**config.mk**
```make
export PLATFORM = sky130hd
export DESIGN_NAME = divroot_arbiter
export DESIGN_NICKNAME = d
export VERILOG_FILES = /design/src/rtl/divroot_arbiter_pkg.sv /design/src/rtl/divroot_arbiter_rr_pick.sv /design/src/rtl/divroot_arbiter.sv
export SDC_FILE = /design/constraint.sdc
export NUM_CORES = 1
export LEC_CHECK = 0
export ABC_AREA = 1
export CORE_ASPECT_RATIO = 2
export CORE_MARGIN = 1
export CORE_UTILIZATION = 47
export DETAILED_ROUTE_END_ITERATION = 10
export PLACE_DENSITY = 0.87
export SYNTH_ARGS = -nofsm -noshare
export SYNTH_HDL_FRONTEND = slang
export SYNTH_SLANG_ARGS = --single-unit
```
**constraint.sdc**
```tcl
create_clock -name clk -period 4.26 [get_ports clk]
set_input_delay 1.278 -clock clk [delete_from_list [all_inputs] [get_ports clk]]
set_output_delay 1.278 -clock clk [all_outputs]
set_load 0.01 [all_outputs]
```
**src/rtl/divroot_arbiter_pkg.sv**
```systemverilog
// ---------------------------------------------------------------------------
// divroot_pkg
// Shared definitions for the divide/n-th-root arbiter.
//   state_e : arbiter FSM states (IDLE, ISSUE, WAIT, RESP)
//   D1_W    : first operand width (dividend / radicand)
//   D2_W    : second operand width (divisor / root index)
//   FRAC_W  : fractional bits of the 10.10 result
//   DO_W    : engine result width
//   req_t   : one captured request {mode, data_1, data_2}
// ---------------------------------------------------------------------------
package divroot_pkg;

    localparam int D1_W   = 10;
    localparam int D2_W   = 3;
    localparam int FRAC_W = 10;
    localparam int DO_W   = D1_W + FRAC_W;

    typedef enum logic [1:0] {
        ST_IDLE  = 2'd0,
        ST_ISSUE = 2'd1,
        ST_WAIT  = 2'd2,
        ST_RESP  = 2'd3
    } state_e;

    typedef struct packed {
        logic            mode;    // 0 = divide, 1 = n-th root
        logic [D1_W-1:0] data_1;
        logic [D2_W-1:0] data_2;
    } req_t;

endpackage

```
**src/rtl/divroot_arbiter_rr_pick.sv**
```systemverilog
// ---------------------------------------------------------------------------
// rr_pick
// Rotating priority encoder: picks the first set bit of valid_i, searching
// from ptr_i upward and wrapping modulo N.
//   valid_i [N]  : request vector
//   ptr_i   [IW] : highest-priority position (must be < N)
//   grant_o [N]  : one-hot grant, all zero when nothing is valid
//   idx_o   [IW] : index of the granted bit (0 when nothing is valid)
//   any_o        : at least one request is valid
// ---------------------------------------------------------------------------
module rr_pick #(
    parameter int N  = 4,
    parameter int IW = $clog2(N)
) (
    input  logic [N-1:0]  valid_i,
    input  logic [IW-1:0] ptr_i,
    output logic [N-1:0]  grant_o,
    output logic [IW-1:0] idx_o,
    output logic          any_o
);

    always_comb begin
        int          pos;
        logic [IW-1:0] pos_idx;
        grant_o = '0;
        idx_o   = '0;
        any_o   = 1'b0;
        pos     = 0;
        pos_idx = '0;
        for (int k = 0; k < N; k++) begin
            // Position ptr+k folded back into 0..N-1 (N need not be a power of two).
            pos = int'(ptr_i) + k;
            if (pos >= N) begin
                pos = pos - N;
            end
            pos_idx = IW'(pos);
            if (!any_o && valid_i[pos_idx]) begin
                any_o            = 1'b1;
                grant_o[pos_idx] = 1'b1;
                idx_o            = pos_idx;
            end
        end
    end

endmodule

```
**src/rtl/divroot_arbiter.sv**
```systemverilog
// ---------------------------------------------------------------------------
// divroot_arbiter
// Shares one divide / n-th-root engine between N_REQ requesters. Requests are
// granted round-robin, one operation is in flight at a time, and the engine
// result is returned as a one-cycle pulse tagged with the requester id.
//
// Handshakes: a request transfers on a rising edge where req_valid[i] and
// req_ready[i] are both high; req_ready is only ever high in IDLE, for the
// round-robin winner. The engine gets a single-cycle eng_in_valid strobe and
// answers with a single-cycle eng_out_valid strobe. resp_valid is a pulse
// with no backpressure.
//
// Parameters: N_REQ (2..8), TIMEOUT (WAIT cycle limit, timeout build only).
// Ports:
//   clk, rst_n                 clock, asynchronous active-low reset
//   req_valid/req_ready [N]    per-requester request / grant
//   req_mode [N]               0 = divide, 1 = n-th root
//   req_data_1 [10*N]          operand 1, slice i = [10i+9:10i]
//   req_data_2 [3*N]           operand 2, slice i = [3i+2:3i]
//   eng_in_valid/mode/data_1/data_2   operation to the engine (ISSUE only)
//   eng_out_valid, eng_out_data       result from the engine (10.10)
//   resp_valid, resp_id, resp_data, resp_error   tagged response
//   busy                       FSM not in IDLE
//
// Build option: define DIVROOT_ARB_TIMEOUT_EN to abort an operation whose
// result has not arrived after TIMEOUT WAIT cycles (error response).
// ---------------------------------------------------------------------------
module divroot_arbiter
    import divroot_pkg::*;
#(
    parameter int N_REQ   = 4,
    parameter int TIMEOUT = 1000,
    localparam int IDW    = $clog2(N_REQ)
) (
    input  logic                  clk,
    input  logic                  rst_n,
    input  logic [N_REQ-1:0]      req_valid,
    output logic [N_REQ-1:0]      req_ready,
    input  logic [N_REQ-1:0]      req_mode,
    input  logic [D1_W*N_REQ-1:0] req_data_1,
    input  logic [D2_W*N_REQ-1:0] req_data_2,
    output logic                  eng_in_valid,
    output logic                  eng_in_mode,
    output logic [D1_W-1:0]       eng_in_data_1,
    output logic [D2_W-1:0]       eng_in_data_2,
    input  logic                  eng_out_valid,
    input  logic [DO_W-1:0]       eng_out_data,
    output logic                  resp_valid,
    output logic [IDW-1:0]        resp_id,
    output logic [DO_W-1:0]       resp_data,
    output logic                  resp_error,
    output logic                  busy
);

    state_e           state_q, state_d;
    logic [IDW-1:0]   ptr_q;
    logic [IDW-1:0]   id_q;
    req_t             req_q;
    logic [IDW-1:0]   resp_id_q, resp_id_d;
    logic [DO_W-1:0]  resp_data_q, resp_data_d;
    logic             resp_error_q, resp_error_d;
    logic             take;
    logic             tmo_hit;

    logic [N_REQ-1:0] pick_grant;
    logic [IDW-1:0]   pick_idx;
    logic             pick_any;
    req_t             req_arr [N_REQ];
    req_t             sel_req;

    for (genvar i = 0; i < N_REQ; i++) begin : g_unpack
        assign req_arr[i] = {req_mode[i],
                             req_data_1[i*D1_W +: D1_W],
                             req_data_2[i*D2_W +: D2_W]};
    end

    assign sel_req = req_arr[pick_idx];

    rr_pick #(
        .N  (N_REQ),
        .IW (IDW)
    ) u_pick (
        .valid_i (req_valid),
        .ptr_i   (ptr_q),
        .grant_o (pick_grant),
        .idx_o   (pick_idx),
        .any_o   (pick_any)
    );

`ifdef DIVROOT_ARB_TIMEOUT_EN
    localparam int CNT_W = $clog2(TIMEOUT + 1);
    logic [CNT_W-1:0] cnt_q;

    // Cleared while in ISSUE so it reads 0 on the first WAIT cycle.
    always_ff @(posedge clk or negedge rst_n) begin
        if (!rst_n) begin
            cnt_q <= '0;
        end else if (state_q == ST_ISSUE) begin
            cnt_q <= '0;
        end else if (state_q == ST_WAIT && !eng_out_valid) begin
            cnt_q <= cnt_q + 1'b1;
        end
    end

    assign tmo_hit = (cnt_q == CNT_W'(TIMEOUT - 1));
`else
    logic [31:0] unused_timeout;
    assign unused_timeout = TIMEOUT;
    assign tmo_hit        = 1'b0;
`endif

    always_comb begin
        state_d      = state_q;
        req_ready    = '0;
        take         = 1'b0;
        resp_id_d    = resp_id_q;
        resp_data_d  = resp_data_q;
        resp_error_d = resp_error_q;
        case (state_q)
            ST_IDLE: begin
                // The winner's ready mirrors its valid, so any_o is the handshake.
                req_ready = pick_grant;
                if (pick_any) begin
                    take = 1'b1;
                    if (sel_req.data_2 == '0) begin
                        // Zero divisor / root index: answer without the engine.
                        state_d      = ST_RESP;
                        resp_id_d    = pick_idx;
                        resp_data_d  = '0;
                        resp_error_d = 1'b1;
                    end else begin
                        state_d = ST_ISSUE;
                    end
                end
            end
            ST_ISSUE: begin
                state_d = ST_WAIT;
            end
            ST_WAIT: begin
                // A result on the final count takes precedence over timeout.
                if (eng_out_valid) begin
                    state_d      = ST_RESP;
                    resp_id_d    = id_q;
                    resp_data_d  = eng_out_data;
                    resp_error_d = 1'b0;
                end else if (tmo_hit) begin
                    state_d      = ST_RESP;
                    resp_id_d    = id_q;
                    resp_data_d  = '0;
                    resp_error_d = 1'b1;
                end
            end
            ST_RESP: begin
                state_d = ST_IDLE;
            end
            default: begin
                state_d = ST_IDLE;
            end
        endcase
    end

    always_ff @(posedge clk or negedge rst_n) begin
        if (!rst_n) begin
            state_q      <= ST_IDLE;
            ptr_q        <= '0;
            id_q         <= '0;
            req_q        <= '0;
            resp_id_q    <= '0;
            resp_data_q  <= '0;
            resp_error_q <= 1'b0;
        end else begin
            state_q      <= state_d;
            resp_id_q    <= resp_id_d;
            resp_data_q  <= resp_data_d;
            resp_error_q <= resp_error_d;
            if (take) begin
                req_q <= sel_req;
                id_q  <= pick_idx;
            end
            // Priority moves past the requester just answered.
            if (state_q == ST_RESP) begin
                ptr_q <= (id_q == IDW'(N_REQ - 1)) ? '0 : id_q + 1'b1;
            end
        end
    end

    assign eng_in_valid  = (state_q == ST_ISSUE);
    assign eng_in_mode   = eng_in_valid ? req_q.mode   : 1'b0;
    assign eng_in_data_1 = eng_in_valid ? req_q.data_1 : '0;
    assign eng_in_data_2 = eng_in_valid ? req_q.data_2 : '0;

    assign resp_valid = (state_q == ST_RESP);
    assign resp_id    = resp_id_q;
    assign resp_data  = resp_data_q;
    assign resp_error = resp_error_q;
    assign busy       = (state_q != ST_IDLE);

endmodule

```
==> qor.log, run 1 <==
[floorplan] num rows 41
[clock_network] TritonCTS clock tree built
[timing] clock period minus worst slack 4.16 ns
[synthesis] area share of the leading cell type in the synthesized netlist 35.1%
[floorplan] starting utilization of the core area 48.6%
[global_routing] GRT Util Overall 27.0%
[timing] worst relative slew slack 36.1%
[clock_network] CTS root buffer sky130_fd_sc_hd__clkbuf_16
[synthesis] post-synthesis async set-or-reset flop share 100%
[synthesis] top cells by count, synth sky130_fd_sc_hd__nand2_1, sky130_fd_sc_hd__inv_1, sky130_fd_sc_hd__nand3_1, sky130_fd_sc_hd__dfrtp_1, sky130_fd_sc_hd__nor2_1
[status] status finished clean
[route] count of nets left with antenna violations after detail routing 0
[run] count of maximum capacitance violations 0
[synthesis] Synth Flop Type sky130_fd_sc_hd__dfrtp_1
[route] detailed router's first-iteration violation count 204
[worst_setup_path] cell with the biggest individual delay on the critical path sky130_fd_sc_hd__clkdlybuf4s50_1
[final_layout] number of fill cells in the layout 487
[power] total power of the final layout 3.85 mW
[timing] Final Skew 0.00527 ns
[final_layout] ratio of cells with drive above 1 in the final layout 12.9%
[worst_setup_path] WP data arrival 2.88 ns
[clock_network] Clk pin slew, worst setup/hold paths 0.06 ns
[synthesis] EDFF count, synth 0
[clock_network] total clock buffers created by CTS 5
[clock_network] TritonCTS Sinks 43
[synthesis] ranking of synthesized cells by area sky130_fd_sc_hd__dfrtp_1, sky130_fd_sc_hd__nand2_1, sky130_fd_sc_hd__nand3_1
[floorplan] width of the die 59.1 microns
[global_routing] number of antenna violations at the first check in global routing 0
[global_routing] Overflow after GRT 0
[floorplan] Die Ht 116 microns
[final_layout] antenna diode count 0
[timing] worst-margin pin slew 0.958 ns
[synthesis] synthesized netlist cell count 423
[clock_network] number of levels the H-tree was split into 2
[timing] portion of the clock cycle consumed by the worst path in the final layout 97.6%
[worst_setup_path] worst endpoint required time 2.98 ns
[placement] detailed placement HPWL 6750 microns
[worst_setup_path] critical path capture point type output port
[synthesis] netlist area before placement 3060 sq um
[worst_setup_path] Buf/Inv on CP 5
[route] total vias in the final route 3271
[synthesis] synthesized area per cell 7.24 sq um
[worst_setup_path] worst-path fanout max 5
[placement] count of buffers from port buffering 126
[worst_setup_path] beginning of the worst register-to-register path ptr_q[0]
[timing] number of pins with negative max-slew slack in the final report 0
[worst_setup_path] worst setup path start req_valid[2]
[global_routing] vias in the first global route 3246
[worst_setup_path] kind of cell adding the most delay to the critical path buffers and inverters
[timing] setup repair after global routing missed its margin true
[synthesis] count of state elements after synthesis 43
[final_layout] layout net count 645
[synthesis] most common cell in the synthesized netlist sky130_fd_sc_hd__nand2_1
[power] Static Leakage 2.40 nW
[final_layout] Final Util 73.2%
[clock_network] number of buffers inserted by hold repair at cts 0
[worst_setup_path] category of the critical setup timing path input port to output port
[floorplan] full die area 6870 sq um
[route] post-detailed-route DRC marker count 0
[placement] RePlAce Congestion 0.898
[timing] maximum clock frequency 241 MHz
[floorplan] ports placed on the boundary 127
[synthesis] syn_nets 519
[synthesis] number of warnings printed during yosys synthesis 0
[synthesis] number of distinct standard cells referenced by the synthesized netlist 29
[hold_path] worst min-delay path startpoint resp_data[8]
[global_routing] first-pass GRT wire length 14200 microns
[power] IR Drop Worst-Case VDD 0.794 mV
[worst_setup_path] crit path launch type input port
[worst_setup_path] max incr delay on CP 0.51 ns
[floorplan] Core ar. 6310 sq um
[timing] final setup violation count 0
[synthesis] Synth area leader sky130_fd_sc_hd__dfrtp_1
[route] TritonRoute pass-1 iters 4
[worst_setup_path] worst reg-to-reg setup slack 0.74 ns
[route] final routed wire length divided by cell count 13.7 microns
[power] power density relative to cell area 833 nW/um^2
[route] Vias per Instance 5.14
[clock_network] Clock Tree Buf Depth 2
[worst_setup_path] cells traversed along the worst timing path clkdlybuf4s50_1 -> inv_1 -> nand2_1 -> nand3_2 -> nand2_4 -> nor2_4 -> inv_2 -> o22ai_1 -> a31oi_1 -> o21ai_1 -> nand2_1 -> inv_1 -> clkdlybuf4s15_1
[synthesis] part of the Yosys area used for sequential elements 35.1%
[route] Total Wirelength 8740 microns
[timing] number of hold violations in the final report 0
[hold_path] path type of the worst min-delay path register to register
[clock_network] clock latency on the worst-skew pair 0.28 ns
[global_routing] maximum number of pins on one net before global-route repair 44
[final_layout] area added between synthesis and finish 50.7%
[worst min-delay path: stages (launching register included)]
cell	delay [ns]
sky130_fd_sc_hd__dfrtp_1	0.34
sky130_fd_sc_hd__nand2_1	0.05
sky130_fd_sc_hd__nand2_1	0.05
[layout make-up]
cell class                 instances  area, sq um  area share, %
clock buffer                       6          129           2.79
clock inverter                     2         60.1           1.30
inverter                          63          236           5.12
multi-input combinational        299         1670           36.2
sequential                        43         1080           23.3
tap                               86          108           2.33
timing repair buffer             137         1340           29.0
[cell families (layout without fill, tap and decap cells)]
logic type | after synthesis | after routing | share of synthesized area, %
simple gates | 229 | 229 | 37.1
buf+inv | 81 | 208 | 11.4
compound gates | 57 | 57 | 11.1
flops | 43 | 43 | 35.1
fa+ha+maj | 13 | 13 | 5.31
[sequential cells by signal, indices dropped and copies added (netlist names)]
| register | count |
|---|---|
| id_q | 2 |
| ptr_q | 2 |
| req_q | 14 |
| resp_data | 20 |
| resp_error | 1 |
| resp_id | 2 |
| state_q | 2 |
[what timing repair did]
action,CTS,global route
pin swaps,1,2
buffers inserted,1,0
gates resized for setup,8,13
endpoints found under the setup margin,4,4
[final timing paths]
| check | depth (start not counted) | to |
|---|---|---|
| worst max-delay path | 13 | req_ready[1] |
| worst min-delay path | 2 | resp_data[8] |
| worst max register to register | 18 | resp_data[19] |
| worst min register to register | 2 | resp_data[8] |
| max in group asynchronous | 1 | req_q[1] |
| min in group asynchronous | 1 | resp_data[9] |
[per-layer routing]
layer  wire (microns)  GRT usage (%)
met5                0              0
met4              304           13.5
met3              387           3.99
met1             2990           26.4
met2             5050           52.3
[cell usage in the layout (no fill, tap or decap), drive strengths merged, types with 5 or more instances in the layout]
master         netlist  routed
clkbuf              10       7
nand3               48      48
buf                  8      12
o221ai               9       9
o21ai               36      36
nand2              134     134
ha                  13      13
dfrtp               43      43
clkdlybuf4s50        0     119
a31oi                5       5
nor2                44      44
inv                 62      62
[through the flow]
stage               hold WS [ns]  instance area, sq um  instances  TNS [ns]  setup slack [ns]
floorplan                  0.453                  3060        423         0             0.845
global placement           0.454                  4390        627    -0.612            -0.186
detailed placement         0.458                  4390        627    -0.977            -0.276
CTS                        0.474                  4600        636         0            0.0267
global route               0.502                  4620        636         0           0.00282
finish                     0.472                  4620        636         0             0.103
[power by group]
| part | internal [mW] | switching, mW | leakage, nW |
|---|---|---|---|
| Clock | 0.336 | 0.150 | 0.0911 |
| Combinational | 1.00 | 1.66 | 1.76 |
| Sequential | 0.577 | 0.123 | 0.546 |
No activity file was read; power rests on OpenSTA's default activity.
==> run 2: changes to the inputs <==
--- a/config.mk
+++ b/config.mk
@@ -7,7 +7,6 @@
 export LEC_CHECK = 0
 export ABC_AREA = 1
 export CORE_ASPECT_RATIO = 2
-export CORE_MARGIN = 1
 export CORE_UTILIZATION = 47
 export DETAILED_ROUTE_END_ITERATION = 10
 export PLACE_DENSITY = 0.87
==> results of run 2 <==
The final DEF is identical to that of run 1; final timing and power are the same.
==> run 3: changes to the inputs <==
==> constraint.sdc (replaced) <==
create_clock -name clk -period 5.2 [get_ports clk]
set_input_delay 1.56 -clock clk [delete_from_list [all_inputs] [get_ports clk]]
set_output_delay 1.56 -clock clk [all_outputs]
set_load 0.01 [all_outputs]
==> qor.log, run 3 (same netlist as run 1, synthesis figures left out) <==
[worst_setup_path] critical path capture point type output port [unchanged]
[worst_setup_path] category of the critical setup timing path input port to output port [unchanged]
[clock_network] TritonCTS Sinks 43 [unchanged]
[worst_setup_path] cells traversed along the worst timing path clkdlybuf4s50_1 -> nand2_1 -> nand3_1 -> nand2_2 -> inv_2 -> nor2_8 -> nand2_1 -> o21ai_0 -> o21ai_0 -> inv_1 -> clkdlybuf4s50_1 [was clkdlybuf4s50_1 -> inv_1 -> nand2_1 -> nand3_2 -> nand2_4 -> nor2_4 -> inv_2 -> o22ai_1 -> a31oi_1 -> o21ai_1 -> nand2_1 -> inv_1 -> clkdlybuf4s15_1]
[worst_setup_path] worst reg-to-reg setup slack 1.56 ns [was 0.74 ns]
[timing] final setup violation count 0 [unchanged]
[final_layout] multi-input logic area 1650 sq um [was 1670 sq um]
[route] met2 WL post-DR 4930 microns [was 5050 microns]
[worst_setup_path] worst endpoint required time 3.64 ns [was 2.98 ns]
[clock_network] number of buffers inserted by hold repair at cts 0 [unchanged]
[route] count of nets left with antenna violations after detail routing 0 [unchanged]
[worst_setup_path] beginning of the worst register-to-register path ptr_q[0] [unchanged]
[worst_setup_path] endpoint of the most critical register-to-register path resp_data[9] [was resp_data[19]]
[timing] Final Skew 0.00715 ns [was 0.00527 ns]
[power] total power of the final layout 3.00 mW [was 3.85 mW]
[route] post-detailed-route DRC marker count 0 [unchanged]
[final_layout] number of fill cells in the layout 522 [was 487]
[final_layout] Final Util 71.4% [was 73.2%]
[timing] number of hold violations in the final report 0 [unchanged]
[route] uppermost metal layer occupied by signal nets met4 [unchanged]
[timing] worst relative slew slack 37.2% [was 36.1%]
[worst_setup_path] WP data arrival 3.52 ns [was 2.88 ns]
[status] status finished clean [unchanged]
[power] Static Leakage 2.33 nW [was 2.40 nW]
[final_layout] area added between synthesis and finish 47.1% [was 50.7%]
[route] total vias in the final route 3181 [was 3271]
[clock_network] total clock buffers created by CTS 5 [unchanged]
[global_routing] GRT Util Overall 25.7% [was 27.0%]
[route] Total Wirelength 8620 microns [was 8740 microns]
[clock_network] Clk pin slew, worst setup/hold paths 0.07 ns [was 0.06 ns]
[floorplan] width of the die 59.1 microns [unchanged]
[clock_network] number of levels the H-tree was split into 2 [unchanged]
[placement] RePlAce Congestion 0.883 [was 0.898]
[worst_setup_path] cell with the biggest individual delay on the critical path sky130_fd_sc_hd__clkdlybuf4s50_1 [unchanged]
[timing] worst hold slack after final layout 0.474 ns [was 0.472 ns]
[final_layout] post-route cell area 4510 sq um [was 4620 sq um]
[placement] detailed placement HPWL 6600 microns [was 6750 microns]
[worst_setup_path] worst setup path endpoint req_ready[2] [was req_ready[1]]
[floorplan] ports placed on the boundary 127 [unchanged]
[power] IR Drop Worst-Case VDD 0.571 mV [was 0.794 mV]
[timing] number of pins with negative max-slew slack in the final report 0 [unchanged]
[timing] total negative setup slack 0 ns [unchanged]
[floorplan] Core ar. 6310 sq um [unchanged]
[route] routed wl met3 329 microns [was 387 microns]
[timing] clock period minus worst slack 5.08 ns
[timing] maximum clock frequency 197 MHz
[placement] cell count after placement 618 [was 627]
[route] Met1 Wirelength 3040 microns [was 2990 microns]
[global_routing] Overflow after GRT 0 [unchanged]
[final_layout] layout net count 635 [was 645]
[final_layout] commonest non-fill, non-tap cell in the layout sky130_fd_sc_hd__clkdlybuf4s50_1 [unchanged]
[run] count of maximum capacitance violations 0 [unchanged]
[route] TritonRoute pass-1 iters 4 [unchanged]
[power] power density relative to cell area 666 nW/um^2 [was 833 nW/um^2]
[floorplan] full die area 6870 sq um [unchanged]
[worst_setup_path] reg2reg path depth 18 [unchanged]
[timing] min setup slack post-route 0.115 ns [was 0.103 ns]
[worst_setup_path] worst setup path start req_valid[2] [unchanged]
[clock_network] CTS root buffer sky130_fd_sc_hd__clkbuf_16 [unchanged]
[global_routing] maximum number of pins on one net before global-route repair 44 [unchanged]
[worst_setup_path] crit path launch type input port [unchanged]
[clock_network] clock latency on the worst-skew pair 0.29 ns [was 0.28 ns]
[worst_setup_path] worst-path fanout max 8 [was 5]
[final_layout] Non-Filler Instances 626 [was 636]
[timing] worst-margin pin slew 0.942 ns [was 0.958 ns]
[placement] count of buffers from port buffering 126 [unchanged]
[floorplan] num rows 41 [unchanged]
[route] final routed wire length divided by cell count 13.8 microns [was 13.7 microns]
[global_routing] number of antenna violations at the first check in global routing 0 [unchanged]
[worst_setup_path] max incr delay on CP 0.53 ns [was 0.51 ns]
[placement] Placed Area 4320 sq um [was 4390 sq um]
[final_layout] commonest cells after routing, fill and taps aside sky130_fd_sc_hd__clkdlybuf4s50_1, sky130_fd_sc_hd__nand2_1, sky130_fd_sc_hd__inv_1 [unchanged]
[timing] portion of the clock cycle consumed by the worst path in the final layout 97.8%
[route] Vias per Instance 5.08 [was 5.14]
[global_routing] vias in the first global route 3010 [was 3246]
[placement] pre-CTS setup slack 0.0889 ns [was -0.276 ns]
[clock_network] Clock Tree Buf Depth 2 [unchanged]
[route] detailed router's first-iteration violation count 158 [was 204]
[clock_network] TritonCTS clock tree built [unchanged]
[floorplan] starting utilization of the core area 48.6% [unchanged]
[final_layout] max reg flops 20 [unchanged]
[final_layout] storage element area 1080 sq um [unchanged]
[clock_network] post-CTS setup-driven buffer insertion count 0 [was 1]
[global_routing] first-pass GRT wire length 13500 microns [was 14200 microns]
[hold_path] path type of the worst min-delay path register to register [unchanged]
[final_layout] ratio of cells with drive above 1 in the final layout 10.4% [was 12.9%]
[floorplan] Die Ht 116 microns [unchanged]
[final_layout] antenna diode count 0 [unchanged]
==> run 3: changes by cell type in the layout (fill, tap and decap cells not counted), moves of 2 or more <==
cell | before | now
sky130_fd_sc_hd__nor2_2 | 2 | 0
sky130_fd_sc_hd__clkdlybuf4s15_1 | 3 | 0
sky130_fd_sc_hd__o21ai_1 | 3 | 1
sky130_fd_sc_hd__o21ai_0 | 33 | 35
sky130_fd_sc_hd__nor2_1 | 40 | 42
sky130_fd_sc_hd__buf_4 | 11 | 1
sky130_fd_sc_hd__clkdlybuf4s50_1 | 119 | 124
==> run 3: worst min path at each step <==
stage,from,to,cells after the start
floorplan,req_q[0],req_q[0],2
global placement,resp_data[8],resp_data[8],2
detailed placement,resp_data[8],resp_data[8],2
CTS,resp_data[11],resp_data[11],2
global route,resp_data[10],resp_data[10],2
finish,resp_data[11],resp_data[11],2
==> run 3: final cells by class <==
type	instances	area share (%)
Clock inverter	3	0.972
Timing Repair Buffer	127	28.1
Clock buffer	5	2.78
Multi-Input combinational cell	299	36.6
Inverter	63	5.25
Tap cell	86	2.39
Sequential cell	43	23.9
==> run 3: worst max-delay path: cells and delay by family <==
kind	cells	cell delay (ns)
compound gates	2	0.26
simple gates	5	0.58
buf+inv	4	1.12
==> run 3: timing repair <==
| item | 4_1_cts | 5_1_grt |
|---|---|---|
| hold endpoints to repair | 0 | 0 |
| resized for setup | 0 | 4 |
| endpoints found under the setup margin | 0 | 4 |
==> run 3: metal layers <==
| metal | GRT usage (%) | up-vias |
|---|---|---|
| met3 | 3.99 | 26 |
| met5 | 0 | - |
| met4 | 12.5 | 0 |
| li1 | - | 1569 |
| met1 | 25.5 | 1481 |
| met2 | 49.5 | 105 |
==> run 3: where the power goes <==
part / switching (mW) / leakage, nW / internal [mW]
clock: 0.130 / 0.0838 / 0.226
sequential: 0.101 / 0.546 / 0.472
combinational: 1.33 / 1.70 / 0.740
